## src/rtl/pack_rq0_pkg.sv

```systemverilog
// Shared parameters and types for the Rq0 polynomial packer.
package pack_rq0_pkg;
  localparam int N          = 701;
  localparam int LOGQ       = 13;
  localparam int PACK_BYTES = ((N - 1) * LOGQ + 7) / 8;
  localparam int BUF_W      = LOGQ + 7;
  localparam int CNT_W      = $clog2(N + 1);
  localparam int BCNT_W     = $clog2(BUF_W + 1);
  localparam int BYTE_CNT_W = $clog2(PACK_BYTES + 1);

  typedef enum logic [1:0] {
    IDLE  = 2'd0,
    RUN   = 2'd1,
    FLUSH = 2'd2,
    FIN   = 2'd3
  } state_t;
endpackage

```

## src/rtl/pack_rq0_if.sv

```systemverilog
// Handshake bundle between a coefficient producer / byte consumer and the packer.
interface pack_rq0_if;
  import pack_rq0_pkg::*;

  logic            start;
  logic [LOGQ-1:0] coef;
  logic            coef_valid;
  logic            coef_ready;
  logic [7:0]      byte_out;
  logic            byte_valid;
  logic            byte_ready;
  logic            busy;
  logic            done;
  logic            sum_ok;

  // Producer/consumer side.
  modport master (
    output start, coef, coef_valid, byte_ready,
    input  coef_ready, byte_out, byte_valid, busy, done, sum_ok
  );

  // Packer side.
  modport slave (
    input  start, coef, coef_valid, byte_ready,
    output coef_ready, byte_out, byte_valid, busy, done, sum_ok
  );
endinterface

```

## src/rtl/pack_rq0_bitbuf.sv

```systemverilog
// Little-endian bit accumulator: coefficients are OR-ed in above the current
// fill level and whole bytes are shifted out from the bottom.
module pack_bitbuf
  import pack_rq0_pkg::*;
(
  input  logic              clk,
  input  logic              rst_n,
  input  logic              i_clear,
  input  logic              i_load,
  input  logic [LOGQ-1:0]   i_data,
  input  logic              i_shift8,
  output logic [7:0]        o_byte,
  output logic [BCNT_W-1:0] o_bitcnt
);
  logic [BUF_W-1:0]  r_buf;
  logic [BCNT_W-1:0] r_bitcnt;
  logic [BUF_W-1:0]  w_ins;

  // Loads only happen with fewer than 8 bits held, so the shifted value fits.
  assign w_ins = BUF_W'(i_data) << r_bitcnt;

  // Buffer and fill level; bits above the fill level are always zero.
  always_ff @(posedge clk or negedge rst_n) begin
    if (!rst_n) begin
      r_buf    <= '0;
      r_bitcnt <= '0;
    end else if (i_clear) begin
      r_buf    <= '0;
      r_bitcnt <= '0;
    end else if (i_load) begin
      r_buf    <= r_buf | w_ins;
      r_bitcnt <= r_bitcnt + BCNT_W'(LOGQ);
    end else if (i_shift8) begin
      r_buf    <= r_buf >> 8;
      // The final partial byte leaves fewer than 8 bits; it drains to empty.
      r_bitcnt <= (r_bitcnt >= BCNT_W'(8)) ? (r_bitcnt - BCNT_W'(8)) : '0;
    end
  end

  assign o_byte   = r_buf[7:0];
  assign o_bitcnt = r_bitcnt;
endmodule

```

## src/rtl/pack_rq0.sv

```systemverilog
// Rq0 packer: streams N-1 coefficients as a little-endian byte string and
// checks that all N coefficients sum to zero mod 2^LOGQ.
module pack_rq0
  import pack_rq0_pkg::*;
(
  input  logic       clk,
  input  logic       rst_n,
  pack_rq0_if.slave  bus
);
  state_t                r_state;
  state_t                w_state_next;
  logic [CNT_W-1:0]      r_coef_cnt;
  logic [BYTE_CNT_W-1:0] r_byte_cnt;
  logic [LOGQ-1:0]       r_sum;
  logic                  r_sum_ok;

  logic [7:0]            w_buf_byte;
  logic [BCNT_W-1:0]     w_bitcnt;
  logic                  w_coef_ready;
  logic                  w_byte_valid;
  logic                  w_start_go;
  logic                  w_all_in;
  logic                  w_coef_acc;
  logic                  w_byte_hs;
  logic                  w_load;
  logic                  w_enter_fin;

  assign w_all_in = (r_coef_cnt == CNT_W'(N));

  // Next-state and handshake qualifiers.
  always_comb begin
    w_state_next = r_state;
    w_coef_ready = 1'b0;
    w_byte_valid = 1'b0;
    w_start_go   = 1'b0;
    case (r_state)
      IDLE: begin
        if (bus.start) begin
          w_state_next = RUN;
          w_start_go   = 1'b1;
        end
      end
      RUN: begin
        // Intake and output are mutually exclusive via the 8-bit threshold.
        w_coef_ready = (w_bitcnt < BCNT_W'(8)) && !w_all_in;
        w_byte_valid = (w_bitcnt >= BCNT_W'(8));
        if (w_all_in && (w_bitcnt < BCNT_W'(8))) begin
          w_state_next = FLUSH;
        end
      end
      FLUSH: begin
        if (w_bitcnt == '0) begin
          w_state_next = FIN;
        end else begin
          w_byte_valid = 1'b1;
          if (bus.byte_ready) begin
            w_state_next = FIN;
          end
        end
      end
      FIN: begin
        w_state_next = IDLE;
      end
      default: begin
        w_state_next = IDLE;
      end
    endcase
  end

  assign w_coef_acc  = w_coef_ready && bus.coef_valid;
  assign w_byte_hs   = w_byte_valid && bus.byte_ready;
  // The last coefficient is implied by the zero-sum property and not packed.
  assign w_load      = w_coef_acc && (r_coef_cnt < CNT_W'(N - 1));
  assign w_enter_fin = (r_state == FLUSH) && (w_state_next == FIN);

  // State register.
  always_ff @(posedge clk or negedge rst_n) begin
    if (!rst_n) begin
      r_state <= IDLE;
    end else begin
      r_state <= w_state_next;
    end
  end

  // Coefficient/byte counters, running sum and the latched sum check.
  always_ff @(posedge clk or negedge rst_n) begin
    if (!rst_n) begin
      r_coef_cnt <= '0;
      r_byte_cnt <= '0;
      r_sum      <= '0;
      r_sum_ok   <= 1'b0;
    end else if (w_start_go) begin
      r_coef_cnt <= '0;
      r_byte_cnt <= '0;
      r_sum      <= '0;
      r_sum_ok   <= 1'b0;
    end else begin
      if (w_coef_acc) begin
        r_coef_cnt <= r_coef_cnt + CNT_W'(1);
        r_sum      <= r_sum + bus.coef;
      end
      if (w_byte_hs) begin
        r_byte_cnt <= r_byte_cnt + BYTE_CNT_W'(1);
      end
      if (w_enter_fin) begin
        r_sum_ok <= (r_sum == '0);
      end
    end
  end

  pack_bitbuf u_bitbuf (
    .clk      (clk),
    .rst_n    (rst_n),
    .i_clear  (w_start_go),
    .i_load   (w_load),
    .i_data   (bus.coef),
    .i_shift8 (w_byte_hs),
    .o_byte   (w_buf_byte),
    .o_bitcnt (w_bitcnt)
  );

  assign bus.coef_ready = w_coef_ready;
  assign bus.byte_valid = w_byte_valid;
  assign bus.byte_out   = w_byte_valid ? w_buf_byte : 8'h00;
  assign bus.busy       = (r_state != IDLE);
  assign bus.done       = (r_state == FIN);
  assign bus.sum_ok     = r_sum_ok;

  // Every completed job must have emitted exactly the packed length.
  a_byte_total: assert property (@(posedge clk) disable iff (!rst_n)
    (r_state == FIN) |-> (r_byte_cnt == BYTE_CNT_W'(PACK_BYTES)));
endmodule

```

## src/flat_wrapper.sv

```systemverilog
// flat-port wrapper written by rule: the top's interface ports become plain ports
module pack_rq0_flat import pack_rq0_pkg::*;
  (clk, rst_n, bus_start, bus_coef, bus_coef_valid, bus_byte_ready, bus_coef_ready, bus_byte_out, bus_byte_valid, bus_busy, bus_done, bus_sum_ok);
  pack_rq0_if bus_i ();
  input  logic clk;
  input  logic rst_n;
  input wire logic [$bits(bus_i.start)-1:0] bus_start;
  input wire logic [$bits(bus_i.coef)-1:0] bus_coef;
  input wire logic [$bits(bus_i.coef_valid)-1:0] bus_coef_valid;
  input wire logic [$bits(bus_i.byte_ready)-1:0] bus_byte_ready;
  output wire logic [$bits(bus_i.coef_ready)-1:0] bus_coef_ready;
  output wire logic [$bits(bus_i.byte_out)-1:0] bus_byte_out;
  output wire logic [$bits(bus_i.byte_valid)-1:0] bus_byte_valid;
  output wire logic [$bits(bus_i.busy)-1:0] bus_busy;
  output wire logic [$bits(bus_i.done)-1:0] bus_done;
  output wire logic [$bits(bus_i.sum_ok)-1:0] bus_sum_ok;
  assign bus_i.start = bus_start;
  assign bus_i.coef = bus_coef;
  assign bus_i.coef_valid = bus_coef_valid;
  assign bus_i.byte_ready = bus_byte_ready;
  assign bus_coef_ready = bus_i.coef_ready;
  assign bus_byte_out = bus_i.byte_out;
  assign bus_byte_valid = bus_i.byte_valid;
  assign bus_busy = bus_i.busy;
  assign bus_done = bus_i.done;
  assign bus_sum_ok = bus_i.sum_ok;
  pack_rq0 u_core (.clk(clk), .rst_n(rst_n), .bus(bus_i));
endmodule
```

## config.mk

```make
export PLATFORM = sky130hd
export DESIGN_NAME = pack_rq0_flat
export DESIGN_NICKNAME = d
export VERILOG_FILES = /design/src/rtl/pack_rq0_pkg.sv /design/src/rtl/pack_rq0_if.sv /design/src/rtl/pack_rq0_bitbuf.sv /design/src/rtl/pack_rq0.sv /design/src/flat_wrapper.sv
export SDC_FILE = /design/constraint.sdc
export NUM_CORES = 1
export LEC_CHECK = 0
export CORE_ASPECT_RATIO = 0.75
export CORE_MARGIN = 2
export CORE_UTILIZATION = 59
export DETAILED_ROUTE_END_ITERATION = 8
export PLACE_DENSITY = 0.79
export SLEW_MARGIN = 20
export SYNTH_ARGS = -nofsm -noshare
export SYNTH_HDL_FRONTEND = slang
export SYNTH_SLANG_ARGS = --single-unit
export TNS_END_PERCENT = 20
```

## constraint.sdc

```tcl
create_clock -name clk -period 2.63 [get_ports clk]
set_input_delay 0.3945 -clock clk [delete_from_list [all_inputs] [get_ports clk]]
set_output_delay 0.3945 -clock clk [all_outputs]
set_load 0.02 [all_outputs]
```

==> reports/qor.yml, run 1 <==
reg2regPathDepth: 10
ios: 31
timing.rr.end: "u_core.r_sum[10]"
combPwrFrac_pct: 59.8
power_switching_uw: 2160
cp_max_fo: 3
num_rows: 25
crit_required_ns: 2.82
crit_top_cell: "o211ai_1"
nets: 506
p_int_uw: 2650
synth_top_area_share_pct: 33.6
cts_num_sinks: 51
synth_area_um2: 3790
critPathKind: "in -> reg"
ys_types: 59
powerDensity_nw_per_um2: 1080
htree_levels: 2
r2r-start: "u_core.r_sum[0]"
synth_top_family_by_area: "compound AO/OA/AOI/OAI gates"
grt_pass1_wl_mm: 16.3
critPathSlowestCell: "clkdlybuf4s50_1"
synth_fa_ha_area_share_pct: 7.78
synth-seq-cells: 51
fin_skew_ns: 0.0106
core_area_um2: 6260
clockRootBuffer: "clkbuf_8"
start_util_pct: 60.6
via_per_inst: 6.44
worst_setup_path_start_kind: "primary input"
wl_per_cell_um: 18.1
yosysTopAreaCell: "dfrtp_1"
clk_pin_slew_worst_paths_ns: 0.09
crit_chain: "clkdlybuf4s50_1 -> ha_1 -> inv_1 -> fa_1 -> nand2b_1 -> a21oi_2 -> buf_4 -> o211ai_1 -> a31oi_1 -> mux2i_1 -> o211ai_1"
max_clock_freq_mhz: 402
swShare_pct: 45.0
dr.first_iter.drc_count: 285
yosys_warnings: 0
ys_seq_area_share_pct: 33.6
cts_made_buffers: 5
hold_slack_ns: 0.196
end_kind: "register"
slew_headroom_pct: 54.7
antenna_found_initial: 0
syn_to_final_growth_pct: 17.7
cp_slowest_stage_delay_ns: 0.48
fin_crit_ns: 2.49
io_buffers: 30
dpl.cell_count: 539
postRouteAntennaNets: 0
p_seq_share_pct: 26.7
clock_latency_ns: 0.31
synth-xor-area-share_pct: 3.23
cap_violations: 0
num_vias: 3524
critPathArrivalTime_ns: 2.67
firstDrtPassIters: 5
synthSimpleGateAreaFrac_pct: 17.8
die_h_um: 73.4
drive_gt1_share_pct: 11.2
hold_violations: 0
power_uw: 4810
die_x_um: 96.6
dp_hpwl_mm: 7.29
synth.area.mux_share_pct: 11.7
slew_violations: 0
period_share_pct: 94.5
drcViolationCount: 0
place_congestion: 0.946
synth_compound_area_share_pct: 22.1
power_leakage_uw: 0.00202
worst_slew_pin_slew_ns: 0.679
syn-num-nets: 460
hold_path_class: "in -> async"
n_antenna_cell: 0
final_core_util_pct: 71.4
clock_power_share_pct: 13.5
setup_violations: 0
design.die.area_um2: 7090
cts_tree: "done"
synth_cells: 419
stdcell_count: 547
async_flop_share_pct: 100
grt-ovfl-total: 0
ir_drop_mv: 0.559
synthFlopType: "dfrtp_1"
synth_area_leaders: "dfrtp_1, mux2i_1, ha_1, nor2_1, a21oi_1"
status: "finished, final reports clean"
clockBufferDepth: 2
ff2ff_setup_slack_ns: 0.30
grt_start_max_net_pins: 52
synth_common_cells: "dfrtp_1, nor2_1, mux2i_1"
hold_buffers: 0
finalWirelength_mm: 9.91
yosysMostFrequentCell: "dfrtp_1"
grt_pass1_vias: 3331
grtUsageTotal_pct: 29.7
synth-edff-count: 0
post_cts_buffers: 0
syn_area_per_cell_um2: 9.05
## kinds of logic (layout without fill, tap and decap cells)
kind of cell    count (synthesis)  after routing
xor+xnor                       14             14
buf+inv                        34             81
mux                            43             43
compound gates                119            119
fa+ha+maj                      23             23
simple gates                  135            135
flops                          51             51
## power by group through the flow
stage | clock (uW) | sequential [uW] | combinational (uW)
floorplan | 0 | 1230 | 2020
global placement | 0 | 1280 | 2740
detailed placement | 0 | 1300 | 2810
CTS | 661 | 1280 | 2830
global route | 685 | 1320 | 3170
finish | 650 | 1290 | 2880
## sequential cells by signal, summed over array words and instances (netlist names)
name                      flops
u_core.bus.sum_ok             1
u_core.u_bitbuf.r_buf        20
u_core.r_sum                 13
u_core.u_bitbuf.o_bitcnt      5
u_core.r_coef_cnt            10
u_core.r_state                2
## worst max-delay path by stage
stage | from | endpoint | slack (ns)
6_report | bus_coef[0] | u_core.r_sum[10] | 0.14
5_1_grt | bus_coef[0] | u_core.r_sum[10] | -0.003
4_1_cts | u_core.u_bitbuf.o_bitcnt[4] | bus_byte_valid | 0.04
3_5_place_dp | bus_coef[0] | u_core.r_sum[10] | -0.25
3_3_place_gp | bus_coef[0] | u_core.r_sum[10] | -0.17
2_1_floorplan | bus_coef[0] | u_core.r_sum[12] | 0.37
## worst max-delay path, delay by kind of cell
kind / cells / cell delay, ns
AOI/OAI and AO/OA: 4 / 0.65
and+or+nand+nor: 1 / 0.18
adders and majority gates: 2 / 0.54
buffers and inverters: 3 / 0.68
muxes: 1 / 0.21
## area by class of cell
type / count / area [um^2]
repair buffers: 58 / 498
clock inverters: 2 / 60.1
clock buffers: 6 / 72.6
well taps: 81 / 101
flip-flops and latches: 51 / 1280
multi-input cells: 334 / 2400
inverters: 15 / 56.3
fillers: 497 / 1790
## routing by layer
| layer | track usage (%) | share of wire (%) |
|---|---|---|
| met1 | 44.0 | 46 |
| met2 | 46.1 | 45 |
| met3 | 4.72 | 8.0 |
| met4 | 6.42 | 1.1 |
| met5 | 0 | 0 |
## repair_timing
item	4_1_cts	5_1_grt
pin swaps	0	1
setup endpoints to repair	9	4
gates resized for setup	10	5
## placed cells by master (no fill, tap or decap), types with 5 or more instances in the layout
cell type | synthesis | final
dfrtp_1 | 51 | 50
nor2_1 | 46 | 45
mux2i_1 | 41 | 41
a21oi_1 | 30 | 29
buf_4 | 1 | 28
nand2_1 | 27 | 27
ha_1 | 22 | 22
clkdlybuf4s50_1 | 0 | 20
inv_1 | 14 | 14
nand3_1 | 11 | 11
and2_1 | 11 | 11
o21ai_0 | 10 | 10
o22ai_1 | 10 | 10
a211oi_1 | 10 | 10
xor2_1 | 9 | 9
nor3_1 | 8 | 8
o21ai_1 | 8 | 8
dlygate4sd2_1 | 0 | 8
or3_1 | 5 | 5
a2111oi_0 | 6 | 5
xnor2_1 | 5 | 5
a22oi_1 | 5 | 5
clkbuf_8 | 0 | 5
## per-stage QoR
step / setup slack [ns] / area (um^2) / TNS [ns]
finish: 0.145 / 4460 / 0
global route: -0.00283 / 4460 / -0.00283
CTS: 0.0386 / 4440 / 0
detailed placement: -0.250 / 4320 / -0.525
global placement: -0.172 / 4320 / -0.326
floorplan: 0.374 / 3790 / 0
(Power assumes the default switching activity.)
==> inputs of run 2 (changes only) <==
Settings changed: CORE_ASPECT_RATIO 0.75 to 0.7, CORE_MARGIN 2 to default.
==> run 2 against run 1 <==
Effect of this change:
- the flow now finishes with violations (design-rule violations)
- power is 2.9% lower
- flip-flop and latch count stayed put
- sequential share of layout area is 0.15 points higher
- clock skew is 0.0022 ns lower
- critical path depth is 3 lower
- fmax is 2.5% lower
- via count is 1.8% lower
==> reports/qor.yml, run 2 (synthesized netlist as in run 1, its figures left out) <==
grt_start_max_net_pins: 28  # -46%
io_buffers: 30  # unchanged
status: "complete, but fails checks"
layout_common_cells: "dfrtp_1, nor2_1, mux2i_1"
critPathArrivalTime_ns: 2.15  # -0.52 ns
dr.first_iter.drc_count: 267  # -6.3%
largest_register: "u_core.u_bitbuf.r_buf"
cp_slowest_stage_delay_ns: 0.44  # -0.04 ns
syn_to_final_growth_pct: 17.0
n_antenna_cell: 0  # unchanged
slew_violations: 0  # unchanged
final_common_cell: "dfrtp_1"
cts_made_buffers: 5  # unchanged
clk_pin_slew_worst_paths_ns: 0.10  # about the same
critPathSlowestCell: "dfrtp_1"
die_h_um: 69.1  # -5.9%
drcViolationCount: 6  # +6
cap_violations: 0  # unchanged
antenna_found_initial: 0  # unchanged
grt-ovfl-total: 0  # unchanged
power_leakage_uw: 0.00200  # -0.76%
crit_buf_inv: 3  # unchanged
post_cts_buffers: 0  # unchanged
hold_slack_ns: 0.0795  # -0.116 ns
clock_power_share_pct: 10.4  # -3.1 points
nets: 507  # +0.20%
ios: 31  # unchanged
worst_slew_pin_slew_ns: 0.616  # -0.0628 ns
via_per_inst: 6.36  # -1.3%
end_kind: "output port"
final_core_util_pct: 71.4  # about the same
violations: "design-rule violations"
drive_gt1_share_pct: 11.2  # unchanged
ir_drop_mv: 0.540  # -3.3%
cts_num_sinks: 51  # unchanged
hold_violations: 0  # unchanged
dp_hpwl_mm: 7.22  # -1.1%
design.die.area_um2: 6760  # -4.7%
pre_cts_slack_ns: -0.306  # -0.0565 ns
grt_pass1_vias: 3264  # -2.0%
fin_crit_ns: 2.55  # +0.0633 ns
powerDensity_nw_per_um2: 1050  # -2.3%
p_seq_share_pct: 27.4  # +0.7 points
fin_tns_setup_ns: 0  # unchanged
combPwrFrac_pct: 62.2  # +2.4 points
rsz0062_at_grt: "true"
swShare_pct: 46.6  # +1.7 points
max_clock_freq_mhz: 392  # -2.5%
clockRootBuffer: "clkbuf_8"
register_area_um2: 1280  # about the same
largest_register_ffs: 20  # unchanged
crit_chain: "inv_1 -> ha_1 -> a21boi_2 -> nor2b_1 -> o21a_1 -> buf_12 -> and2_1 -> dlygate4sd2_1"
place_congestion: 0.948  # +0.16%
top_regs: "u_core.u_bitbuf.r_buf x20, u_core.r_sum x13, u_core.r_coef_cnt x10"
firstDrtPassIters: 6  # +1
start_util_pct: 61.0  # +0.39 points
num_rows: 24  # -4.0%
grt_pass1_wl_mm: 16.2  # -0.13%
die_x_um: 97.8  # +1.3%
postRouteAntennaNets: 0  # unchanged
path_delay_family: "buffers and inverters"
htree_levels: 2  # unchanged
fin_skew_ns: 0.00844  # -0.00216 ns
p_int_uw: 2490  # -5.9%
power_uw: 4670  # -2.9%
hold_buffers: 0  # unchanged
fillers: 492  # -1.0%
final.setup.worst_slack_ns: 0.0812  # -0.0633 ns
slew_headroom_pct: 58.9  # +4.2 points
worst_setup_path_start_kind: "register"
num_vias: 3460  # -1.8%
critPathKind: "reg -> out"
wl_per_cell_um: 17.8  # -1.6%
finalWirelength_mm: 9.69  # -2.2%
clock_latency_ns: 0.31  # about the same
multi_input_area_um2: 2390  # -0.26%
cp_max_fo: 9  # +6
core_area_um2: 6220  # -0.64%
period_share_pct: 96.9  # +2.4 points
grtUsageTotal_pct: 30.1  # +0.45 points
hold_path_class: "in -> async"
crit_required_ns: 2.24  # -0.58 ns
clockBufferDepth: 2  # unchanged
setup_violations: 0  # unchanged
power_switching_uw: 2180  # +0.71%
cts_tree: "done"
-- run 2: power groups by stage --
stage	clock network (uW)	logic, uW	registers [uW]
2_1_floorplan	0	2020	1230
3_3_place_gp	0	2770	1280
4_1_cts	489	2840	1280
3_5_place_dp	0	2840	1290
5_1_grt	507	3180	1310
6_report	485	2910	1280
-- run 2: what timing repair did --
action	CTS	global route
gates resized for setup	10	3
pin swaps	0	3
endpoints found under the setup margin	9	3
-- run 2: stage by stage --
stage / instances / cell area (um^2)
after floorplan: 419 / 3790
after global placement: 537 / 4350
after detailed placement: 537 / 4350
after CTS: 544 / 4430
after global routing: 544 / 4440
final: 544 / 4440
-- run 2: cell type report --
class / count / share of cell area (%)
repair buffers: 59 / 11.9
clock inverters: 1 / 0.113
flip-flops and latches: 51 / 28.8
well taps: 78 / 2.20
multi-input cells: 334 / 53.9
clock buffers: 6 / 1.86
inverters: 15 / 1.27
-- run 2: worst paths after layout --
check | to | start | cells past startpoint | slack [ns]
min in group clk | u_core.u_bitbuf.r_buf[16] | u_core.u_bitbuf.r_buf[16] | 1 | 0.53
hold reg to reg | u_core.u_bitbuf.r_buf[16] | u_core.u_bitbuf.r_buf[16] | 1 | 0.53
setup reg to reg | u_core.r_sum[12] | u_core.r_sum[0] | 9 | 0.23
hold / removal | u_core.u_bitbuf.r_buf[6] | rst_n | 1 | 0.08
setup / recovery | bus_byte_out[1] | u_core.u_bitbuf.o_bitcnt[4] | 8 | 0.08
max in group asynchronous | u_core.r_coef_cnt[6] | rst_n | 2 | 1.99
-- run 2: layer usage --
metal  up-vias  global-route usage (%)  wire, um
met5         -                       0         0
met4         0                    8.25       125
met3        10                    4.06       639
met2       139                    43.7      4090
met1      1659                    46.8      4840
li1       1652                       -         -
-- run 2: worst reg2reg max path: cells and delay by family (launching register included) --
kind	cells	cell delay [ns]
compound gates	4	0.92
fa+ha+maj	2	0.59
flops	1	0.41
buf+inv	2	0.19
simple gates	1	0.19
